### src/rtl/bicubic_sched_pkg.sv
// Shared types and constants for the bicubic MAC scheduler and its vector unit.
package bicubic_sched_pkg;

    localparam int PIX_W  = 8;
    localparam int WGT_W  = 4;                 // sign-magnitude weight {sign, mag[2:0]}
    localparam int SM_W   = 9;                 // sign-magnitude pixel/intermediate
    localparam int ACC_W  = 16;
    // Weights are in quarter units, so a weight of 4 is unity gain.
    localparam int WSHIFT = 2;

    typedef enum logic [1:0] {IDLE, HPASS, VPASS, OUT} state_t;

    typedef struct packed {
        logic            sign;
        logic [SM_W-2:0] mag;
    } sm_t;

    // {w4,w3,w2,w1} per phase; phase 0 passes tap 2 through unchanged.
    localparam logic [3:0][15:0] WEIGHT_RESET = {16'h9410, 16'h9339, 16'h0149, 16'h0040};

    function automatic int win_idx(input int r, input int c);
        return (r * 4 + c) * PIX_W;
    endfunction

endpackage

### src/rtl/bicubic_vector_mult.sv
// Combinational 4-tap sign-magnitude inner product, scaled and saturated to 8 bits.
module bicubic_vector_mult
    import bicubic_sched_pkg::*;
(
    input  sm_t  [3:0]            pixel,
    input  logic [3:0][WGT_W-1:0] weight,
    output sm_t                   result
);

    logic signed [ACC_W-1:0] acc;
    logic        [ACC_W-1:0] prod;
    logic        [ACC_W-1:0] mag_abs;
    logic        [ACC_W-1:0] mag_q;

    always_comb begin
        acc  = '0;
        prod = '0;
        for (int k = 0; k < 4; k++) begin
            prod = ACC_W'(pixel[k].mag) * ACC_W'(weight[k][WGT_W-2:0]);
            if (pixel[k].sign ^ weight[k][WGT_W-1])
                acc = acc - $signed(prod);
            else
                acc = acc + $signed(prod);
        end
        mag_abs     = acc[ACC_W-1] ? ACC_W'(-acc) : ACC_W'(acc);
        mag_q       = mag_abs >> WSHIFT;
        result.sign = acc[ACC_W-1];
        result.mag  = (mag_q > ACC_W'(255)) ? '1 : mag_q[SM_W-2:0];
    end

endmodule

### src/rtl/bicubic_mac_scheduler.sv
// Runs one separable bicubic interpolation per window through a single shared vector unit:
// four horizontal row passes, one vertical pass, then a clamped pixel held until taken.
module bicubic_mac_scheduler
    import bicubic_sched_pkg::state_t, bicubic_sched_pkg::sm_t, bicubic_sched_pkg::WGT_W,
           bicubic_sched_pkg::WEIGHT_RESET, bicubic_sched_pkg::win_idx;
#(
    parameter int PIX_W  = 8,
    parameter int PHASES = 4
) (
    input  logic                       clk,
    input  logic                       rst,
    input  logic                       in_valid,
    output logic                       in_ready,
    input  logic [16*PIX_W-1:0]        in_window,
    input  logic [$clog2(PHASES)-1:0]  in_phase_x,
    input  logic [$clog2(PHASES)-1:0]  in_phase_y,
    input  logic                       cfg_we,
    input  logic [$clog2(PHASES)-1:0]  cfg_addr,
    input  logic [4*WGT_W-1:0]         cfg_wdata,
    output logic                       out_valid,
    input  logic                       out_ready,
    output logic [PIX_W-1:0]           out_pixel,
    output logic                       busy
);

    localparam int TBL_W = 4 * WGT_W;

    state_t                       state, state_nx;
    logic [1:0]                   row;
    logic [16*PIX_W-1:0]          win;
    logic [TBL_W-1:0]             wx, wy;
    logic [PHASES-1:0][TBL_W-1:0] wtbl;
    sm_t  [3:0]                   tmp;
    sm_t  [3:0]                   vm_pix;
    logic [3:0][WGT_W-1:0]        vm_wgt;
    sm_t                          vm_res;
    logic                         accept;

    assign in_ready  = (state == bicubic_sched_pkg::IDLE) ||
                       (state == bicubic_sched_pkg::OUT && out_ready);
    assign accept    = in_valid && in_ready;
    assign out_valid = (state == bicubic_sched_pkg::OUT);
    assign busy      = (state != bicubic_sched_pkg::IDLE);

    always_comb begin
        state_nx = state;
        case (state)
            bicubic_sched_pkg::IDLE:  if (accept) state_nx = bicubic_sched_pkg::HPASS;
            bicubic_sched_pkg::HPASS: if (row == 2'd3) state_nx = bicubic_sched_pkg::VPASS;
            bicubic_sched_pkg::VPASS: state_nx = bicubic_sched_pkg::OUT;
            bicubic_sched_pkg::OUT: begin
                if (accept)         state_nx = bicubic_sched_pkg::HPASS;
                else if (out_ready) state_nx = bicubic_sched_pkg::IDLE;
            end
            default:                  state_nx = bicubic_sched_pkg::IDLE;
        endcase
    end

    // Operand mux: the vertical pass reuses the row results, otherwise feed the current row.
    always_comb begin
        vm_pix = '0;
        vm_wgt = '0;
        for (int k = 0; k < 4; k++) begin
            if (state == bicubic_sched_pkg::VPASS) begin
                vm_pix[k] = tmp[k];
                vm_wgt[k] = wy[k*WGT_W +: WGT_W];
            end else begin
                vm_pix[k].sign = 1'b0;
                vm_pix[k].mag  = win[win_idx(int'(row), k) +: PIX_W];
                vm_wgt[k]      = wx[k*WGT_W +: WGT_W];
            end
        end
    end

    bicubic_vector_mult u_vm (
        .pixel  (vm_pix),
        .weight (vm_wgt),
        .result (vm_res)
    );

    always_ff @(posedge clk) begin
        if (rst) begin
            state     <= bicubic_sched_pkg::IDLE;
            row       <= '0;
            win       <= '0;
            wx        <= '0;
            wy        <= '0;
            tmp       <= '0;
            out_pixel <= '0;
            wtbl      <= WEIGHT_RESET;
        end else begin
            state <= state_nx;
            if (cfg_we)
                wtbl[cfg_addr] <= cfg_wdata;
            // Weights are read with the pre-write table contents on a same-cycle write.
            if (accept) begin
                win <= in_window;
                wx  <= wtbl[in_phase_x];
                wy  <= wtbl[in_phase_y];
                row <= '0;
            end
            if (state == bicubic_sched_pkg::HPASS) begin
                tmp[row] <= vm_res;
                row      <= row + 2'd1;
            end
            if (state == bicubic_sched_pkg::VPASS)
                out_pixel <= vm_res.sign ? '0 : vm_res.mag;
        end
    end

endmodule

### config.mk
export PLATFORM = sky130hd
export DESIGN_NAME = bicubic_mac_scheduler
export DESIGN_NICKNAME = d
export VERILOG_FILES = /design/src/rtl/bicubic_sched_pkg.sv /design/src/rtl/bicubic_vector_mult.sv /design/src/rtl/bicubic_mac_scheduler.sv
export SDC_FILE = /design/constraint.sdc
export NUM_CORES = 1
export LEC_CHECK = 0
export ABC_AREA = 0
export BUFFER_PORTS_ARGS = -buffer_cell sky130_fd_sc_hd__buf_2
export CAP_MARGIN = 15
export CORE_MARGIN = 1.5
export CORE_UTILIZATION = 65
export DETAILED_ROUTE_END_ITERATION = 16
export PLACE_DENSITY = 0.86
export SLEW_MARGIN = 20
export SYNTH_ARGS = -nofsm -noshare
export SYNTH_HDL_FRONTEND = slang
export SYNTH_SLANG_ARGS = --single-unit
### constraint.sdc
create_clock -name clk -period 15.8 [get_ports clk]
set_input_delay 0.79 -clock clk [delete_from_list [all_inputs] [get_ports clk]]
set_output_delay 0.79 -clock clk [all_outputs]
set_load 0.01 [all_outputs]
# After elaboration in Yosys (flattened, before gate mapping)
# Index checks and enable logic that the tools add are counted.
totals:
  regBits: 272
  output_inout_bits: 11
op_classes:
  n_addsub: 12
  multipliers: 4
  order_cmp: 7
  n_eq_ne: 7
  shifts: 4
  n_mux: 32
  n_bitwise: 4
  reduce_logical: 9
ops:
  columns: ["op", "count"]
  rows:
  - ["128-bit by 9-bit variable part select with 8-bit output", 3]
  - ["16-bit two-way mux", 8]
  - ["128-bit by 8-bit variable part select with 8-bit output", 1]
  - ["16-bit binary-select mux with 2-bit select", 2]
  - ["64-bit bitwise mux", 1]
  - ["16-bit by 12-bit adder with 16-bit output", 3]
  - ["16-bit by 12-bit subtractor with 16-bit output", 3]
  - ["9-bit two-way mux", 5]
  - ["8-bit by 3-bit multiplier with 11-bit output", 4]
  - ["36-bit bitwise mux", 1]
  - ["16-bit demux with 2-bit select", 1]
  - ["9-bit demux with 2-bit select", 1]
  - ["4-bit two-way mux", 4]
  - ["8-bit two-way mux", 2]
  - ["16-bit negator", 1]
  - ["14-bit by 8-bit > comparator with 1-bit output, second input constant", 1]
  - ["2-bit by 3-bit < comparator with 1-bit output, second input constant", 4]
  - ["2-bit two-way mux", 6]
  - ["1-bit by 11-bit subtractor with 12-bit output, first input constant", 1]
  - ["4-bit by 2-bit adder with 5-bit output, second input constant", 2]
  - ["2-bit one-hot mux with 4 select lines", 1]
  - ["2-bit equality test, second input constant", 3]
  - ["4-bit by 1-bit adder with 5-bit output, second input constant", 1]
  - ["2-bit by 1-bit >= comparator with 1-bit output, second input constant", 2]
  - ["10 further kinds", 18]

# Depth between registers and ports, before layout
# Gate-level depths: netlist of run 1.
logic_depth:
  ltp_word: 16
  ltp_mapped: 41
  depth_no_buf: 37

# Cells and area by module
# A second synthesis of run 1 with hierarchy kept.
hier_totals:
  cells_unflattened: 2159
  area_unflattened_um2: 18009.8
by_module_without_submodules:
  columns: ["mod", "n_inst", "cells_each", "area_each_um2"]
  rows:
  - ["bicubic_mac_scheduler", 1, 1388, 12393.1]
  - ["bicubic_vector_mult", 1, 771, 5616.6]

# Worst setup path before layout of run 1
# No wires, ideal clock.
synth_path:
  path_type: "flip-flop to flip-flop"
  startpoint: "reg state[0]"
  endpoint: "reg out_pixel[5]"
  t_arrival_ns: 8.913
  required_ns: 15.683
  slack_ns: 6.771
  stages_incl_launch_ff: 39
  n_path_buf: 5
  period_less_slack_ns: 9.029
  path_cell_list: "dfxtp_1 > inv_1 > ha_1 > buf_2 > clkbuf_1 > buf_1 > clkbuf_1 > mux2i_1 > nor2_1 > fa_1 > ha_1 > inv_1 > fa_1 > xnor2_1 > nor3b_1 > inv_1 > nor3b_1 > nand2_1 > (+3 left out) > a21oi_1 > xnor2_1 > ha_1 > or2_2 > a21oi_1 > a21oi_1 > xor2_1 > ha_1 > a21o_1 > a21o_1 > o211a_1 > a211oi_2 > nor3_1 > o41ai_2 > nand2_4 > and3_1 > buf_4 > a22o_1"
synth_via:
  elab_chain_len: 16
  word_cells_on_any_way: 33
synth_lines:
  columns: ["element", "line_no", "text"]
  rows:
  - ["start: declaration", "bicubic_mac_scheduler.sv:28", "state_t state, state_nx;"]
  - ["start signal: assignment", "bicubic_mac_scheduler.sv:83", "state <= bicubic_sched_pkg::IDLE;"]
  - ["start signal: assignment", "bicubic_mac_scheduler.sv:92", "state <= state_nx;"]
  - ["2-bit equality test (*)", "bicubic_mac_scheduler.sv:64, bicubic_mac_scheduler.sv:106", null]
  - ["9-bit two-way mux or 4-bit two-way mux (tied branches)", "bicubic_mac_scheduler.sv:64", "if (state == bicubic_sched_pkg::VPASS) begin"]
  - ["8-bit by 3-bit multiplier with 11-bit output", "bicubic_vector_mult.sv:19", "prod = ACC_W'(pixel[k].mag) * ACC_W'(weight[k][WGT_W-2:0]);"]
  - ["1-bit by 11-bit subtractor with 12-bit output", "bicubic_vector_mult.sv:21", "acc = acc - $signed(prod);"]
  - ["16-bit two-way mux", "bicubic_vector_mult.sv:20", "if (pixel[k].sign ^ weight[k][WGT_W-1])"]
  - ["16-bit by 12-bit adder with 16-bit output or 16-bit by 12-bit subtractor with 16-bit output (tied branches)", "bicubic_vector_mult.sv:23, bicubic_vector_mult.sv:21", null]
  - ["16-bit two-way mux", "bicubic_vector_mult.sv:20", null]
  - ["16-bit by 12-bit adder with 16-bit output or 16-bit by 12-bit subtractor with 16-bit output (tied branches)", "bicubic_vector_mult.sv:23, bicubic_vector_mult.sv:21", null]
  - ["16-bit two-way mux", "bicubic_vector_mult.sv:20", null]
  - ["16-bit by 12-bit adder with 16-bit output or 16-bit by 12-bit subtractor with 16-bit output (tied branches)", "bicubic_vector_mult.sv:23, bicubic_vector_mult.sv:21", null]
  - ["16-bit two-way mux", "bicubic_vector_mult.sv:20", null]
  - ["16-bit negator", "bicubic_vector_mult.sv:25", "mag_abs = acc[ACC_W-1] ? ACC_W'(-acc) : ACC_W'(acc);"]
  - ["16-bit two-way mux", "bicubic_vector_mult.sv:25", null]
  - ["14-bit by 8-bit > comparator with 1-bit output", "bicubic_vector_mult.sv:28", "result.mag = (mag_q > ACC_W'(255)) ? '1 : mag_q[SM_W-2:0];"]
  - ["8-bit two-way mux", "bicubic_vector_mult.sv:28", null]
  - ["8-bit two-way mux", "bicubic_mac_scheduler.sv:107", "out_pixel <= vm_res.sign ? '0 : vm_res.mag;"]
  - ["end signal: assignment", "bicubic_mac_scheduler.sv:107", null]
  - ["end: declaration", "bicubic_mac_scheduler.sv:22", "output logic [PIX_W-1:0] out_pixel,"]
# Every way passes the cells marked *; elsewhere a longest branch is shown, timed or not.
# A chain may end at the register's enable or synchronous reset.

# Final worst setup path of run 1
layout_path:
  startpoint: "reg row[0]"
  endpoint: "reg tmp[2] in the netlist's numbering"
layout_via:
  elab_chain_len: 16
  word_cells_on_any_way: 36
layout_lines:
  columns: ["element", "line_no", "text"]
  rows:
  - ["start: declaration", "bicubic_mac_scheduler.sv:29", "logic [1:0] row;"]
  - ["start signal: assignment", "bicubic_mac_scheduler.sv:104", "row <= row + 2'd1;"]
  - ["128-bit by 8-bit variable part select with 8-bit output", "bicubic_mac_scheduler.sv:69", "vm_pix[k].mag = win[win_idx(int'(row), k) +: PIX_W];"]
  - ["9-bit two-way mux", "bicubic_mac_scheduler.sv:64", null]
  - ["8-bit by 3-bit multiplier with 11-bit output", "bicubic_vector_mult.sv:19", null]
  - ["1-bit by 11-bit subtractor with 12-bit output", "bicubic_vector_mult.sv:21", null]
  - ["16-bit two-way mux", "bicubic_vector_mult.sv:20", null]
  - ["16-bit by 12-bit adder with 16-bit output or 16-bit by 12-bit subtractor with 16-bit output (tied branches)", "bicubic_vector_mult.sv:23, bicubic_vector_mult.sv:21", null]
  - ["16-bit two-way mux", "bicubic_vector_mult.sv:20", null]
  - ["16-bit by 12-bit adder with 16-bit output or 16-bit by 12-bit subtractor with 16-bit output (tied branches)", "bicubic_vector_mult.sv:23, bicubic_vector_mult.sv:21", null]
  - ["16-bit two-way mux", "bicubic_vector_mult.sv:20", null]
  - ["16-bit by 12-bit adder with 16-bit output or 16-bit by 12-bit subtractor with 16-bit output (tied branches)", "bicubic_vector_mult.sv:23, bicubic_vector_mult.sv:21", null]
  - ["16-bit two-way mux", "bicubic_vector_mult.sv:20", null]
  - ["16-bit negator", "bicubic_vector_mult.sv:25", null]
  - ["16-bit two-way mux", "bicubic_vector_mult.sv:25", null]
  - ["14-bit by 8-bit > comparator with 1-bit output", "bicubic_vector_mult.sv:28", null]
  - ["8-bit two-way mux", "bicubic_vector_mult.sv:28", null]
  - ["36-bit bitwise mux (*)", "bicubic_mac_scheduler.sv:103", "tmp[row] <= vm_res;"]
  - ["end signal: indexed assignment", "bicubic_mac_scheduler.sv:103", null]
  - ["end: declaration", "bicubic_mac_scheduler.sv:33", "sm_t [3:0] tmp;"]
# Marked as above.

==> parameters.txt, run 1 <==
Parameter                              Value

Floorplan
  I/O Pins ... 166
  Die outline area ... 0.0278 mm^2
  Site Rows ... 59
  Placeable core region ... 0.0262 mm^2
  Effective utilization at floorplan ... 0.666
  Die Wd ... 167 um
  Die height ... 167 um

Detailed routing
  DRC Markers ... 4
  Routed via count ... 16.1k
  Detailed router's first-iteration violation count ... 1534
  Drt pass-1 iters ... 11
  Post-DRT Antenna Nets ... 0
  Sum of routed wire length over all layers ... 48400 um
  Wire per inst ... 18.9 um
  Per-cell via count in the routed design ... 6.27

Clock tree
  TritonCTS clock tree ... done
  Number of hold-repair buffers added at the cts stage ... 0
  Post-CTS Setup Bufs ... 0
  TritonCTS Buffers ... 28
  Cts repair resizes ... 0
  Sink Count ... 272
  CTS H-Tree Depth ... 1
  Skew-Pair Late Insertion Delay ... 0.56 ns
  Number of buffers on the longest clock path ... 3
  Post-CTS clock slew at the launch and capture registers of the worst setup and hold paths ... 0.06 ns
  Root Buffer Master ... sky130_fd_sc_hd__clkbuf_16

Place
  Number of buffers inserted by port buffering ... 165
  Final RePlAce weighted congestion ... 0.949
  Detail Placement HPWL ... 34600 um

STA
  Post-route setup TNS ... 0 ns
  Top achievable clock speed ... 0.103 GHz
  Slew at the pin closest to its max-slew limit ... 1.15 ns
  Final Cycle Share ... 0.617
  Max-slew violations ... 0
  Max transition margin ... 0.232
  Final min period ... 9.76 ns
  Final setup skew ... 0.0105 ns
  Setup violation total in the final timing report ... 0
  Number of hold-slack violations in the final timing report ... 0
  Unrepaired setup endpoints after global routing ... false

Synth
  XOR/XNOR share of the synthesized area ... 0.0501
  FFs w/ async S/R, synth ... 0
  Fraction of the mapped netlist area in adder cells ... 0.106
  Most frequently used cell type in the post-synthesis netlist ... sky130_fd_sc_hd__nand2_1
  Primary flip-flop cell chosen by synthesis mapping ... sky130_fd_sc_hd__dfxtp_1
  Avg Inst Size Synth ... 8.26 um^2
  Multiplexer fraction of the synthesized cell area ... 0.119
  Instance count of the mapped netlist ... 2114
  Simple-Gate Fraction of Synth Area ... 0.190
  Cell type with the largest total area after synthesis ... sky130_fd_sc_hd__dfxtp_1
  Post-synth net total ... 2398
  Top cell types by occurrence after synthesis ... sky130_fd_sc_hd__nand2_1, sky130_fd_sc_hd__a21oi_1, sky130_fd_sc_hd__dfxtp_1
  Dominant combinational cell family by area after synthesis ... simple AND/OR/NAND/NOR gates
  Portion of synthesized cell area occupied by the leading cell type ... 0.312
  Share of the synthesized area in compound gates (AO/OA/AOI/OAI) ... 0.179
  Synth area leaders ... sky130_fd_sc_hd__dfxtp_1, sky130_fd_sc_hd__nand2_1, sky130_fd_sc_hd__a21oi_1, sky130_fd_sc_hd__mux4_2, sky130_fd_sc_hd__ha_1
  Post-Synthesis Cell Area ... 0.0175 mm^2
  Count of distinct cell types in the synthesized netlist ... 77
  #FFs+latches synth ... 272
  EDFF count, synth ... 0
  Synth Warn # ... 0
  Sequential fraction of the synthesis area ... 0.312

Critical path
  CP max stage delay ... 0.92 ns
  Worst endpoint data arrival time ... 10.17 ns
  R2R Path End ... tmp[2]
  Path type of the worst setup path ... register to register
  Crit path max-delay cell type ... sky130_fd_sc_hd__o41ai_2
  Required time worst endpoint ... 16.21 ns
  CP max FO ... 25
  Type of origin of the critical path ... register
  R2R depth ... 34
  Launching point of the worst reg2reg path ... row[0]
  Flop-to-flop setup slack ... 6.04 ns
  Kind of end point of the critical path ... register

Job
  Max cap viols ... 0

Run status
  Failing checks ... DRC
  Result of the run ... finished with violations

Finish
  Post-layout net count ... 2494
  Layout-stage area growth over the synthesis result ... 10.5%
  Area used by multi-input combinational logic ... 0.0113 mm^2
  Filler cells ... 1858
  Register area ... 0.00545 mm^2
  Fraction of layout cells with a size suffix above 1 ... 0.165

GRT
  Largest net degree at the start of global routing ... 134
  Number of antenna violations at the first check in global routing ... 1
  Wire length of the first global-routing pass ... 78300 um
  Global-route usage over all layers ... 0.346
  Residual overflow from global routing ... 0
  Vias in the first global route ... 15.7k

Hold path
  Hold path startpoint ... win[95]
  End point of the most critical hold path ... win[95]
  Class of the tightest hold or removal check ... register to register
  Hold-critical path depth ... 2
registers in the layout, indices dropped and copies added, names as in the netlist:
name / flops
row: 2
state: 2
wx: 16
wy: 16
win: 128
out_pixel: 8
wtbl: 64
tmp: 36
routing by layer:
metal | vias to the layer above | GRT usage | share of wire
li1 | 7494 | - | -
met1 | 7634 | 0.447 | 0.40
met2 | 790 | 0.590 | 0.48
met3 | 143 | 0.0509 | 0.082
met4 | 2 | 0.128 | 0.039
met5 | - | 0 | 0.00027
worst max-delay path, delay by kind of cell, from the launching register on:
| kind | cells | cell delay (ns) |
|---|---|---|
| multiplexers | 2 | 0.93 |
| buffers and inverters | 2 | 0.57 |
| AND/OR/NAND/NOR | 7 | 1.46 |
| XOR/XNOR | 3 | 0.47 |
| AO/OA/AOI/OAI | 14 | 3.48 |
| adder cells (fa/ha/maj) | 6 | 2.14 |
| flip-flops | 1 | 0.54 |
final cells by class:
class | count | share of cell area
Clock buffer | 38 | 0.0409
Clock inverter | 9 | 0.00630
Tap cell | 335 | 0.0217
Multi-Input combinational cell | 1645 | 0.584
Antenna cell | 1 | 0.000130
Timing Repair Buffer | 177 | 0.0478
Inverter | 86 | 0.0167
Sequential cell | 272 | 0.283
kinds of logic (layout without fill, tap and decap cells):
group           Yosys count  in the layout
simple gates            782            782
compound gates          513            513
flops                   272            272
buf+inv                 197            310
fa+ha+maj               129            129
mux                     122            122
xor+xnor                 99             99
other cells               0              1
worst max path at each step:
stage | cells past startpoint | to | from
2_1_floorplan | 38 | out_pixel[5] | state[0]
3_3_place_gp | 34 | tmp[7] | row[0]
3_5_place_dp | 34 | tmp[30] | row[0]
4_1_cts | 34 | tmp[27] | row[0]
5_1_grt | 35 | tmp[16] | row[0]
6_report | 34 | tmp[2] | row[0]
per-stage QoR:
step,hold WS (ns),worst slack [ns],util,cell area [um^2],instances
floorplan,0.432,6.77,-,17500,2114
global placement,0.439,6.46,0.701,18400,2515
detailed placement,0.443,6.21,0.701,18400,2515
CTS,0.452,6.18,0.735,19300,2562
global route,0.466,5.32,0.735,19300,2562
finish,0.455,6.04,0.736,19300,2563
layout by cell type, fill, tap and decap left out, types with 13 or more instances in the layout:
cell type | Yosys | layout
sky130_fd_sc_hd__clkbuf_16 | 0 | 28
sky130_fd_sc_hd__nor2b_1 | 13 | 13
sky130_fd_sc_hd__xor2_1 | 39 | 39
sky130_fd_sc_hd__inv_1 | 85 | 85
sky130_fd_sc_hd__fa_1 | 31 | 31
sky130_fd_sc_hd__xnor2_1 | 59 | 59
sky130_fd_sc_hd__mux4_2 | 64 | 64
sky130_fd_sc_hd__o21ai_0 | 63 | 63
sky130_fd_sc_hd__ha_1 | 98 | 97
sky130_fd_sc_hd__buf_2 | 1 | 164
sky130_fd_sc_hd__nand2b_1 | 16 | 16
sky130_fd_sc_hd__nor2_1 | 76 | 76
sky130_fd_sc_hd__a211oi_1 | 24 | 24
sky130_fd_sc_hd__nand2_1 | 557 | 556
sky130_fd_sc_hd__nor3_1 | 25 | 25
sky130_fd_sc_hd__mux2i_1 | 24 | 24
sky130_fd_sc_hd__dfxtp_1 | 272 | 271
sky130_fd_sc_hd__and2_1 | 16 | 15
sky130_fd_sc_hd__mux2_2 | 33 | 33
sky130_fd_sc_hd__nand3_1 | 28 | 28
sky130_fd_sc_hd__a21o_1 | 28 | 28
sky130_fd_sc_hd__a21oi_1 | 295 | 295
Power of run 1 is not shown: default switching activity piles up to over one toggle a cycle in this logic, so the estimate is an artifact.
==> run 2: changes to the inputs <==
--- a/config.mk
+++ b/config.mk
@@ -5,13 +5,13 @@
 export SDC_FILE = /design/constraint.sdc
 export NUM_CORES = 1
 export LEC_CHECK = 0
-export ABC_AREA = 0
+export ABC_AREA = 1
 export BUFFER_PORTS_ARGS = -buffer_cell sky130_fd_sc_hd__buf_2
 export CAP_MARGIN = 15
 export CORE_MARGIN = 1.5
-export CORE_UTILIZATION = 65
+export CORE_UTILIZATION = 61
 export DETAILED_ROUTE_END_ITERATION = 16
-export PLACE_DENSITY = 0.86
+export PLACE_DENSITY = 0.82
 export SLEW_MARGIN = 20
 export SYNTH_ARGS = -nofsm -noshare
 export SYNTH_HDL_FRONTEND = slang
==> constraint.sdc (replaced) <==
create_clock -name clk -period 9.2 [get_ports clk]
set_input_delay 0.46 -clock clk [delete_from_list [all_inputs] [get_ports clk]]
set_output_delay 0.46 -clock clk [all_outputs]
set_load 0.01 [all_outputs]
==> run 2 against run 1 <==
The run now ends clean. Clock-buffer cell count down 1. Largest cell class unchanged. Synthesized area rose by 3.9%. Final area up 4.0%. Critical endpoint is now tmp[27]. Non-clock buffer count rose by 8.
==> parameters.txt, run 2 <==
Parameter                              Value

Clock tree
  Post-CTS Setup Bufs ... 0
  TritonCTS clock tree ... done
  CTS H-Tree Depth ... 1
  Number of hold-repair buffers added at the cts stage ... 0
  TritonCTS Buffers ... 27
  Post-CTS clock slew at the launch and capture registers of the worst setup and hold paths ... 0.06 ns
  Cts repair resizes ... 0
  Sink Count ... 272
  Skew-Pair Late Insertion Delay ... 0.56 ns
  Root Buffer Master ... sky130_fd_sc_hd__clkbuf_16
  Number of buffers on the longest clock path ... 3

STA
  Setup violation total in the final timing report ... 0
  Post-route setup TNS ... 0 ns
  Final setup skew ... 0.0344 ns
  Number of hold-slack violations in the final timing report ... 0
  Max transition margin ... 0.267
  Final worst hold slack ... 0.149 ns
  Max-slew violations ... 0
  Final Cycle Share ... 0.929
  Final min period ... 8.55 ns
  Unrepaired setup endpoints after global routing ... false
  Slew at the pin closest to its max-slew limit ... 1.10 ns
  Top achievable clock speed ... 0.117 GHz

Finish
  Fraction of layout cells with a size suffix above 1 ... 0.130
  Most common library cell in the layout ignoring fill and taps ... sky130_fd_sc_hd__nor2_1
  Highest-count cells in the layout ignoring fill and taps ... sky130_fd_sc_hd__nor2_1, sky130_fd_sc_hd__o21ai_0, sky130_fd_sc_hd__nand2_1
  Number of flip-flops in the largest register ... 128
  Number of diodes ... 0
  Post-layout net count ... 3015
  Fraction of the core area covered by cells at the end of the flow ... 0.691
  Register name with the most flops ... win
  Layout-stage area growth over the synthesis result ... 10.5%
  Registers with the most flip-flops ... win x128, wtbl x64, tmp x36

Critical path
  Kind of end point of the critical path ... register
  CP max stage delay ... 0.88 ns
  CP max FO ... 11
  Crit path max-delay cell type ... sky130_fd_sc_hd__o21ai_0
  Worst endpoint data arrival time ... 9.00 ns
  Path type of the worst setup path ... register to register
  Required time worst endpoint ... 9.65 ns
  Type of origin of the critical path ... register

Detailed routing
  Per-cell via count in the routed design ... 5.75
  Sum of routed wire length over all layers ... 51200 um
  Drt pass-1 iters ... 6
  DRC Markers ... 0
  Routed via count ... 18.0k
  Wire per inst ... 16.3 um
  Post-DRT Antenna Nets ... 0
  Detailed router's first-iteration violation count ... 1907

GRT
  Wire length of the first global-routing pass ... 81600 um
  GRT Max-Usage Layer ... met2
  Met2 track demand over resource in global routing ... 0.536
  Met1 usage ... 0.444
  Global-route usage over all layers ... 0.324
  Vias in the first global route ... 16.4k
  Number of antenna violations at the first check in global routing ... 0
  Residual overflow from global routing ... 0
  Fraction of met3 tracks used by global routing ... 0.0361
  Largest net degree at the start of global routing ... 133

Synth
  XOR/XNOR share of the synthesized area ... 0.0461
  Avg Inst Size Synth ... 6.86 um^2
  Primary flip-flop cell chosen by synthesis mapping ... sky130_fd_sc_hd__dfxtp_1
  FFs w/ async S/R, synth ... 0
  Cell type with the largest total area after synthesis ... sky130_fd_sc_hd__dfxtp_1
  Share of the synthesized area in compound gates (AO/OA/AOI/OAI) ... 0.208
  Top cell types by occurrence after synthesis ... sky130_fd_sc_hd__nor2_1, sky130_fd_sc_hd__o21ai_0, sky130_fd_sc_hd__nand2_1
  Sequential fraction of the synthesis area ... 0.300
  Count of distinct cell types in the synthesized netlist ... 54
  Multiplexer fraction of the synthesized cell area ... 0
  EDFF count, synth ... 0
  Post-synth net total ... 2930
  Fraction of the mapped netlist area in adder cells ... 0.102
  Post-Synthesis Cell Area ... 0.0181 mm^2
  Portion of synthesized cell area occupied by the leading cell type ... 0.300
  Simple-Gate Fraction of Synth Area ... 0.258
  Synth area leaders ... sky130_fd_sc_hd__dfxtp_1, sky130_fd_sc_hd__nor2_1, sky130_fd_sc_hd__o21ai_0, sky130_fd_sc_hd__ha_1, sky130_fd_sc_hd__nand2_1
  Synth Warn # ... 0
  Most frequently used cell type in the post-synthesis netlist ... sky130_fd_sc_hd__nor2_1
  #FFs+latches synth ... 272
  Instance count of the mapped netlist ... 2646
  Dominant combinational cell family by area after synthesis ... simple AND/OR/NAND/NOR gates

Floorplan
  I/O Pins ... 166
  Die Wd ... 175 um
  Die height ... 175 um
  Placeable core region ... 0.0290 mm^2
  Die outline area ... 0.0308 mm^2
  Site Rows ... 62
  Effective utilization at floorplan ... 0.625

Run status
  Result of the run ... finished, final reports clean

Place
  Number of buffers inserted by port buffering ... 165
  Final RePlAce weighted congestion ... 0.938
  Detail Placement HPWL ... 37900 um

Job
  Max cap viols ... 0

Hold path
  Class of the tightest hold or removal check ... input pin to register
## run 2: cell count changes after synthesis, sizes merged, moves of 33 or more
cell    previous run  this run
o21ai             67       404
mux2              33         0
nor2              79       543
a31oi              4        59
o211ai             4        41
inv               86       276
nand3             28       107
mux4              64         0
a21oi            295       143
nand2            558       362
## run 2: layout make-up
| cell class | instances | area, um^2 |
|---|---|---|
| fillers | 2479 | 8960 |
| inverters | 279 | 1050 |
| clock buffers | 37 | 773 |
| clock inverters | 13 | 164 |
| flip-flops and latches | 272 | 5450 |
| multi-input cells | 1966 | 11100 |
| well taps | 384 | 480 |
| repair buffers | 185 | 988 |
## run 2: metrics by stage
step | worst slack, ns | area [um^2] | cells
4_1_cts | 0.709 | 20000 | 3136
3_3_place_gp | 1.10 | 19100 | 3086
5_1_grt | 0.0535 | 20100 | 3136
2_1_floorplan | 1.72 | 18100 | 2646
3_5_place_dp | 0.754 | 19100 | 3086
6_report | 0.650 | 20100 | 3136
## run 2: logic make-up after synthesis
family                   after synthesis
buffers and inverters                408
XOR/XNOR                              93
AND/OR/NAND/NOR                     1064
flip-flops                           272
AO/OA/AOI/OAI                        680
adder cells (fa/ha/maj)              129
## run 2: worst paths after layout
kind                       from       to  slack, ns  cells after the start
setup / recovery       state[0]  tmp[27]       0.65                     41
hold / removal    in_window[29]  win[29]       0.15                      3
setup reg to reg       state[0]  tmp[27]       0.65                     41
hold reg to reg          win[8]   win[8]       0.46                      2
## run 2: routing by layer
layer | vias to the layer above | share of wire
met4 | 0 | 0.030
met3 | 100 | 0.080
met1 | 8330 | 0.43
met2 | 747 | 0.46
li1 | 8869 | -
met5 | - | 0
## run 2: critical path: cells and delay by family, from the launching register on
family                   cells  cell delay, ns
adder cells (fa/ha/maj)      7            2.45
AO/OA/AOI/OAI                9            2.24
AND/OR/NAND/NOR             16            1.99
XOR/XNOR                     3            0.70
buffers and inverters        6            0.66
flip-flops                   1            0.41
Power of run 2 is left out for the same reason.
